<file path="src/rtl/addsub_pkg.sv">
`default_nettype none
// ============================================================================
//  Module      : addsub_pkg
//  Description : Shared state encoding and counter sizing helper for the
//                digit-serial adder/subtractor.
//  Revision    : 1.0 - initial release
// ============================================================================
package addsub_pkg;

    typedef logic [1:0] state_t;

    localparam state_t IDLE = 2'd0;
    localparam state_t RUN  = 2'd1;
    localparam state_t DONE = 2'd2;

    // Digit counter width; a single-digit configuration still needs one bit
    function automatic int cnt_width(input int ndig);
        return (ndig > 1) ? $clog2(ndig) : 1;
    endfunction

endpackage
`default_nettype wire

</file>
<file path="src/rtl/digit_adder.sv">
`default_nettype none
// ============================================================================
//  Module      : digit_adder
//  Description : Combinational ripple of DIGIT full-adder slices. Also exposes
//                the carry into the top slice for signed-overflow detection.
//  Revision    : 1.0 - initial release
// ============================================================================
module digit_adder #(
    parameter int DIGIT = 4
) (
    input  logic [DIGIT-1:0] a,
    input  logic [DIGIT-1:0] b,
    input  logic             ci,
    output logic [DIGIT-1:0] s,
    output logic             co,
    output logic             c_msb_in
);

    logic [DIGIT:0] w_c;

    assign w_c[0] = ci;

    generate
        for (genvar i = 0; i < DIGIT; i++) begin : g_slice
            assign s[i]     = a[i] ^ b[i] ^ w_c[i];
            assign w_c[i+1] = (a[i] & b[i]) | (w_c[i] & (a[i] ^ b[i]));
        end
    endgenerate

    assign co       = w_c[DIGIT];
    assign c_msb_in = w_c[DIGIT-1];

endmodule
`default_nettype wire

</file>
<file path="src/rtl/digit_serial_addsub.sv">
`default_nettype none
// ============================================================================
//  Module      : digit_serial_addsub
//  Description : Multi-cycle WIDTH-bit adder/subtractor processing DIGIT bits
//                per cycle with a registered inter-digit carry. Valid/ready
//                handshakes on both the operand and result sides.
//  Revision    : 1.0 - initial release
// ============================================================================
module digit_serial_addsub
    import addsub_pkg::*;
#(
    parameter int WIDTH = 32,
    parameter int DIGIT = 4
) (
    input  logic             clk,
    input  logic             rst_n,
    input  logic             in_valid,
    output logic             in_ready,
    input  logic [WIDTH-1:0] a,
    input  logic [WIDTH-1:0] b,
    input  logic             cin,
    input  logic             sub,
    output logic             out_valid,
    input  logic             out_ready,
    output logic [WIDTH-1:0] sum,
    output logic             cout,
    output logic             ovf
);

    localparam int NDIG = (DIGIT > 0) ? (WIDTH / DIGIT) : 1;
    localparam int CW   = cnt_width(NDIG);
    localparam logic [CW-1:0] LAST_CNT = CW'(NDIG - 1);

    generate
        if (DIGIT < 1 || DIGIT > WIDTH ||
            (WIDTH % ((DIGIT > 0) ? DIGIT : 1)) != 0) begin : g_bad_params
            $error("digit_serial_addsub: WIDTH must be a multiple of DIGIT with 1 <= DIGIT <= WIDTH");
        end
    endgenerate

    state_t           r_state;
    state_t           w_state_next;
    logic             w_in_ready;
    logic             w_run;
    logic             w_accept;
    logic             w_last;

    logic [WIDTH-1:0] r_a;
    logic [WIDTH-1:0] r_b;
    logic             r_carry;
    logic [CW-1:0]    r_cnt;
    logic [WIDTH-1:0] r_sum;
    logic             r_cout;
    logic             r_ovf;
    logic             r_out_valid;

    logic [DIGIT-1:0] w_s;
    logic             w_co;
    logic             w_c_msb;
    logic [WIDTH-1:0] w_a_shift;
    logic [WIDTH-1:0] w_b_shift;
    logic [WIDTH-1:0] w_sum_shift;

    assign w_accept = in_valid & w_in_ready;
    assign w_last   = (r_cnt == LAST_CNT);

    digit_adder #(
        .DIGIT (DIGIT)
    ) u_digit_adder (
        .a        (r_a[DIGIT-1:0]),
        .b        (r_b[DIGIT-1:0]),
        .ci       (r_carry),
        .s        (w_s),
        .co       (w_co),
        .c_msb_in (w_c_msb)
    );

    // Operands shift right by one digit; result digits enter from the MSB end
    generate
        if (NDIG > 1) begin : g_shift
            assign w_a_shift   = {{DIGIT{1'b0}}, r_a[WIDTH-1:DIGIT]};
            assign w_b_shift   = {{DIGIT{1'b0}}, r_b[WIDTH-1:DIGIT]};
            assign w_sum_shift = {w_s, r_sum[WIDTH-1:DIGIT]};
        end else begin : g_single
            assign w_a_shift   = '0;
            assign w_b_shift   = '0;
            assign w_sum_shift = w_s;
        end
    endgenerate

    // State register
    always_ff @(posedge clk or negedge rst_n) begin
        if (!rst_n) begin
            r_state <= IDLE;
        end else begin
            r_state <= w_state_next;
        end
    end

    // Next-state decode; DONE can reload directly for back-to-back operations
    always_comb begin
        w_state_next = r_state;
        case (r_state)
            IDLE: if (w_accept) w_state_next = RUN;
            RUN:  if (w_last)   w_state_next = DONE;
            DONE: begin
                if (out_ready) w_state_next = in_valid ? RUN : IDLE;
            end
            default: w_state_next = IDLE;
        endcase
    end

    // State-decoded controls; in DONE a new operand set is taken only as the result leaves
    always_comb begin
        w_in_ready = 1'b0;
        w_run      = 1'b0;
        case (r_state)
            IDLE:    w_in_ready = 1'b1;
            RUN:     w_run      = 1'b1;
            DONE:    w_in_ready = out_ready;
            default: w_in_ready = 1'b0;
        endcase
    end

    // Datapath: operand load, one digit per RUN cycle, result capture on the last digit
    always_ff @(posedge clk or negedge rst_n) begin
        if (!rst_n) begin
            r_a         <= '0;
            r_b         <= '0;
            r_carry     <= 1'b0;
            r_cnt       <= '0;
            r_sum       <= '0;
            r_cout      <= 1'b0;
            r_ovf       <= 1'b0;
            r_out_valid <= 1'b0;
        end else begin
            if (w_accept) begin
                r_a     <= a;
                r_b     <= b ^ {WIDTH{sub}};
                r_carry <= cin ^ sub;
                r_cnt   <= '0;
            end else if (w_run) begin
                r_a     <= w_a_shift;
                r_b     <= w_b_shift;
                r_carry <= w_co;
                r_sum   <= w_sum_shift;
                r_cnt   <= r_cnt + CW'(1);
                if (w_last) begin
                    r_cout <= w_co;
                    r_ovf  <= w_co ^ w_c_msb;
                end
            end
            r_out_valid <= (w_state_next == DONE);
        end
    end

    assign in_ready  = w_in_ready;
    assign out_valid = r_out_valid;
    assign sum       = r_sum;
    assign cout      = r_cout;
    assign ovf       = r_ovf;

endmodule
`default_nettype wire
</file>
<file path="config.mk">
export PLATFORM = sky130hd
export DESIGN_NAME = digit_serial_addsub
export DESIGN_NICKNAME = d
export VERILOG_FILES = /design/src/rtl/addsub_pkg.sv /design/src/rtl/digit_adder.sv /design/src/rtl/digit_serial_addsub.sv
export SDC_FILE = /design/constraint.sdc
export NUM_CORES = 1
export LEC_CHECK = 0
export ABC_CLOCK_PERIOD_IN_PS = 2580
export BUFFER_PORTS_ARGS = -buffer_cell sky130_fd_sc_hd__buf_2
export CORE_MARGIN = 2
export CORE_UTILIZATION = 43
export CTS_CLUSTER_DIAMETER = 80
export DETAILED_ROUTE_END_ITERATION = 8
export PLACE_DENSITY = 0.71
export SLEW_MARGIN = 30
export SYNTH_ARGS = -nofsm -noshare
export SYNTH_HDL_FRONTEND = slang
export SYNTH_SLANG_ARGS = --single-unit
</file>
<file path="constraint.sdc">
create_clock -name clk -period 2.58 [get_ports clk]
set_clock_uncertainty 0.15 [all_clocks]
set_input_delay 0 -clock clk [delete_from_list [all_inputs] [get_ports clk]]
set_output_delay 0 -clock clk [all_outputs]
set_load 0.005 [all_outputs]
</file>
==> key figures <==
Job
  – MaxCap Viol Count: 0

Floorplan
  – # IOs: ~110
  – Die Wd: approximately 110 µm
  – Core footprint: 11300 µm²
  – Num rows: 39
  – Die Y: roughly 110 µm
  – Die ar.: 12400 µm²
  – Starting Density: 0.438

Layout
  – Post-route cell area: 6630 µm²
  – Area growth syn-to-layout: 33.8%
  – Share of layout cells above drive strength 1: 0.209
  – Nets: about 730
  – Final Core Density: 0.586

Power
  – Switching Fraction: 0.360
  – Comb pwr share: 0.378
  – P per Cell Area: roughly 1000 nW/µm²
  – Flop pwr share: 0.417
  – Clk pwr share: 0.205
  – Static Leak: 3.20 nW
  – Cell-internal power: between 4 and 5 mW
  – Max VDD drop: roughly 0.48 mV
  – Pwr Total: roughly 6.7 mW
  – Sw power: ~2.4 mW

Yosys
  – Ys Warns: 0
  – Synth top area share: 0.530
  – Cell taking the most area after synthesis: dfrtp_1
  – Post-synth top cells: nand2_1, dfrtp_1, nand3_1, o21ai_0, mux2i_1
  – Count leader, synth: nand2_1
  – Post-Synthesis Cells: a little under 500
  – Number of flops mapped to enable cells by yosys: 0
  – Syn nets: between 500 and 600
  – Syn_area_per_cell: 10.0 µm²
  – Synthesized flop and latch total: 105
  – Netlist cell types: 27
  – Mapped cell area: just under 5000 µm²
  – Register area share after synthesis: 0.530
  – Synth async-reset ratio: 1.00
  – Top area cells in the synthesized netlist: dfrtp_1, mux2i_1, nand2_1
  – Synth Flop Type: dfrtp_1

Placed design
  – IO Port Bufs: 105
  – HPWL after DPL: 7400 µm
  – Post-DP Area: about 5600 µm²
  – Setup WS pre-CTS: approximately 180 ps
  – Placer congestion estimate: 0.766

Worst setup path
  – Crit Path Category: reg -> reg
  – Worst Path Arrival: ~2500 ps
  – RR Startpoint: r_a[0]
  – Crit path max fanout: 2
  – Worst reg-to-reg path cell count: 8
  – Critical Path Sink Type: flop
  – Startpoint Class: flop
  – CP required: 2690 ps
  – Worst R2R End: sum[31]
  – R2R Setup Slk: around 170 ps

Clocking
  – Clock-pin slew on the worst setup and hold paths: 70 ps
  – CTS buffer count: 9
  – Skew-Pair Late Insertion Delay: between 300 and 400 ps
  – Root Driver: clkbuf_16
  – Number of H-tree levels: 3
  – CTS sink cnt: roughly 110
  – CTS tree: built
  – Post-CTS Setup Bufs: 0
  – Hold_buf cts: 73
  – Clock buffer depth: 2
  – Post-CTS sizing: 0

Global routing
  – GRT overflow: 0
  – Vias in the first global route: 4176
  – Tot GR Track Use: 0.203
  – Pin count of the biggest net entering global routing: 65
  – Initial antenna violation count: 1
  – First-pass GRT wire length: about 21000 µm

Timing
  – Slew headroom: 0.451
  – Post-layout min period: 2410 ps
  – Hold Fails Final Rpt: 0
  – Fin worst setup slack: between 150 and 200 ps
  – Fmax: between 400 and 500 MHz
  – Slew Viols, Final: 0
  – Unrepaired setup endpoints after global routing: false
  – Setup TNS: 0 ps
  – Final setup vio count: 0
  – Fin crit share: 0.932
  – Worst slew pin tran: between 800 and 900 ps

Routing
  – DRT iter0 DRCs: ~380
  – DRC Markers: 0
  – Detailed-route wire length per cell: ~15 µm
  – Antenna viol nets, final: 0
  – Detailed Route WL: between 10000 and 15000 µm
  – Drt pass-1 iters: 5
  – Vias: 4144
  – Average via count per standard cell: 5.15

Outcome
  – Status: completed

Min path
  – Hold Path Origin: out_ready
  – Hold Path End: r_b[6]
  – Hold depth: 4
  – Hold WC Path Type: in -> reg
worst max-delay path, cell delays in order (launching register included):
cell and delay (ps):
dfrtp_1 400, fa_1 420, inv_1 80, fa_1 160
inv_1 50, fa_1 400, inv_1 90, fa_1 400
o21ai_0 170
power by group through the flow:
stage               Combinational (mW)  Clock (mW)  Sequential [mW]
floorplan                         1.72           0             2.71
global placement                  2.36           0             2.77
detailed placement                2.43           0             2.81
CTS                               2.53        1.40             2.77
global route                      2.84        1.46             2.87
finish                            2.52        1.37             2.78
worst max path at each step:
stage	start	endpoint	slack (ps)	depth (start not counted)
finish	r_a[0]	sum[31]	170	8
global route	r_a[0]	r_carry	50	9
CTS	r_a[0]	sum[31]	160	8
detailed placement	r_a[0]	r_carry	180	9
global placement	r_a[0]	r_carry	240	9
floorplan	r_a[0]	r_carry	310	9
layout by cell type (no fill, tap or decap), types with 4 or more instances in the layout:
cell type,synthesis,final
dlygate4sd3_1,0,73
buf_4,6,11
and2_1,9,8
dfrtp_1,105,105
clkbuf_16,0,9
a221o_1,9,9
o21ai_1,9,9
nand2_1,106,106
inv_1,7,7
nand3_1,55,55
o21ai_0,52,52
fa_1,4,4
xor2_1,34,34
mux2i_1,47,47
buf_2,15,104
cell type report:
type | instances | area (µm²)
fill | 957 | 4690
sequential | 105 | 2630
multi-input combinational | 343 | 2130
timing repair buffer | 190 | 1370
clock buffer | 10 | 239
tap | 143 | 179
clock inverter | 5 | 56.3
inverter | 7 | 26.3
antenna | 1 | 2.50
through the flow:
stage,hold WS [ps],std cells
2_1_floorplan,-446,495
3_3_place_gp,-184,715
3_5_place_dp,-178,715
4_1_cts,6.92,803
5_1_grt,51.8,804
6_report,19.7,804
flip-flops by register name (all words and copies together) (netlist names):
signal and count:
cout 1, out_valid 1, ovf 1, r_a 32
r_b 32, r_carry 1, r_cnt 3, r_state 2
sum 32
metal layers:
metal | wire length (µm) | vias to the layer above | track usage
met2 | 6020 | 108 | 0.334
met3 | 515 | 14 | 0.0425
met5 | 0 | - | 0
met4 | 193 | 0 | 0.0601
met1 | 5450 | 2040 | 0.275
li1 | - | 1982 | -
logic make-up after synthesis:
group / count (synthesis) / share of synthesized area
xor gates and xnor gates: 35 / 0.0618
and+or+nand+nor: 179 / 0.158
buffers and inverters: 47 / 0.0454
muxes: 47 / 0.0949
DFF: 105 / 0.530
adders and majority gates: 6 / 0.0212
AOI/OAI and AO/OA: 76 / 0.0886
(Power assumes the default switching activity.)
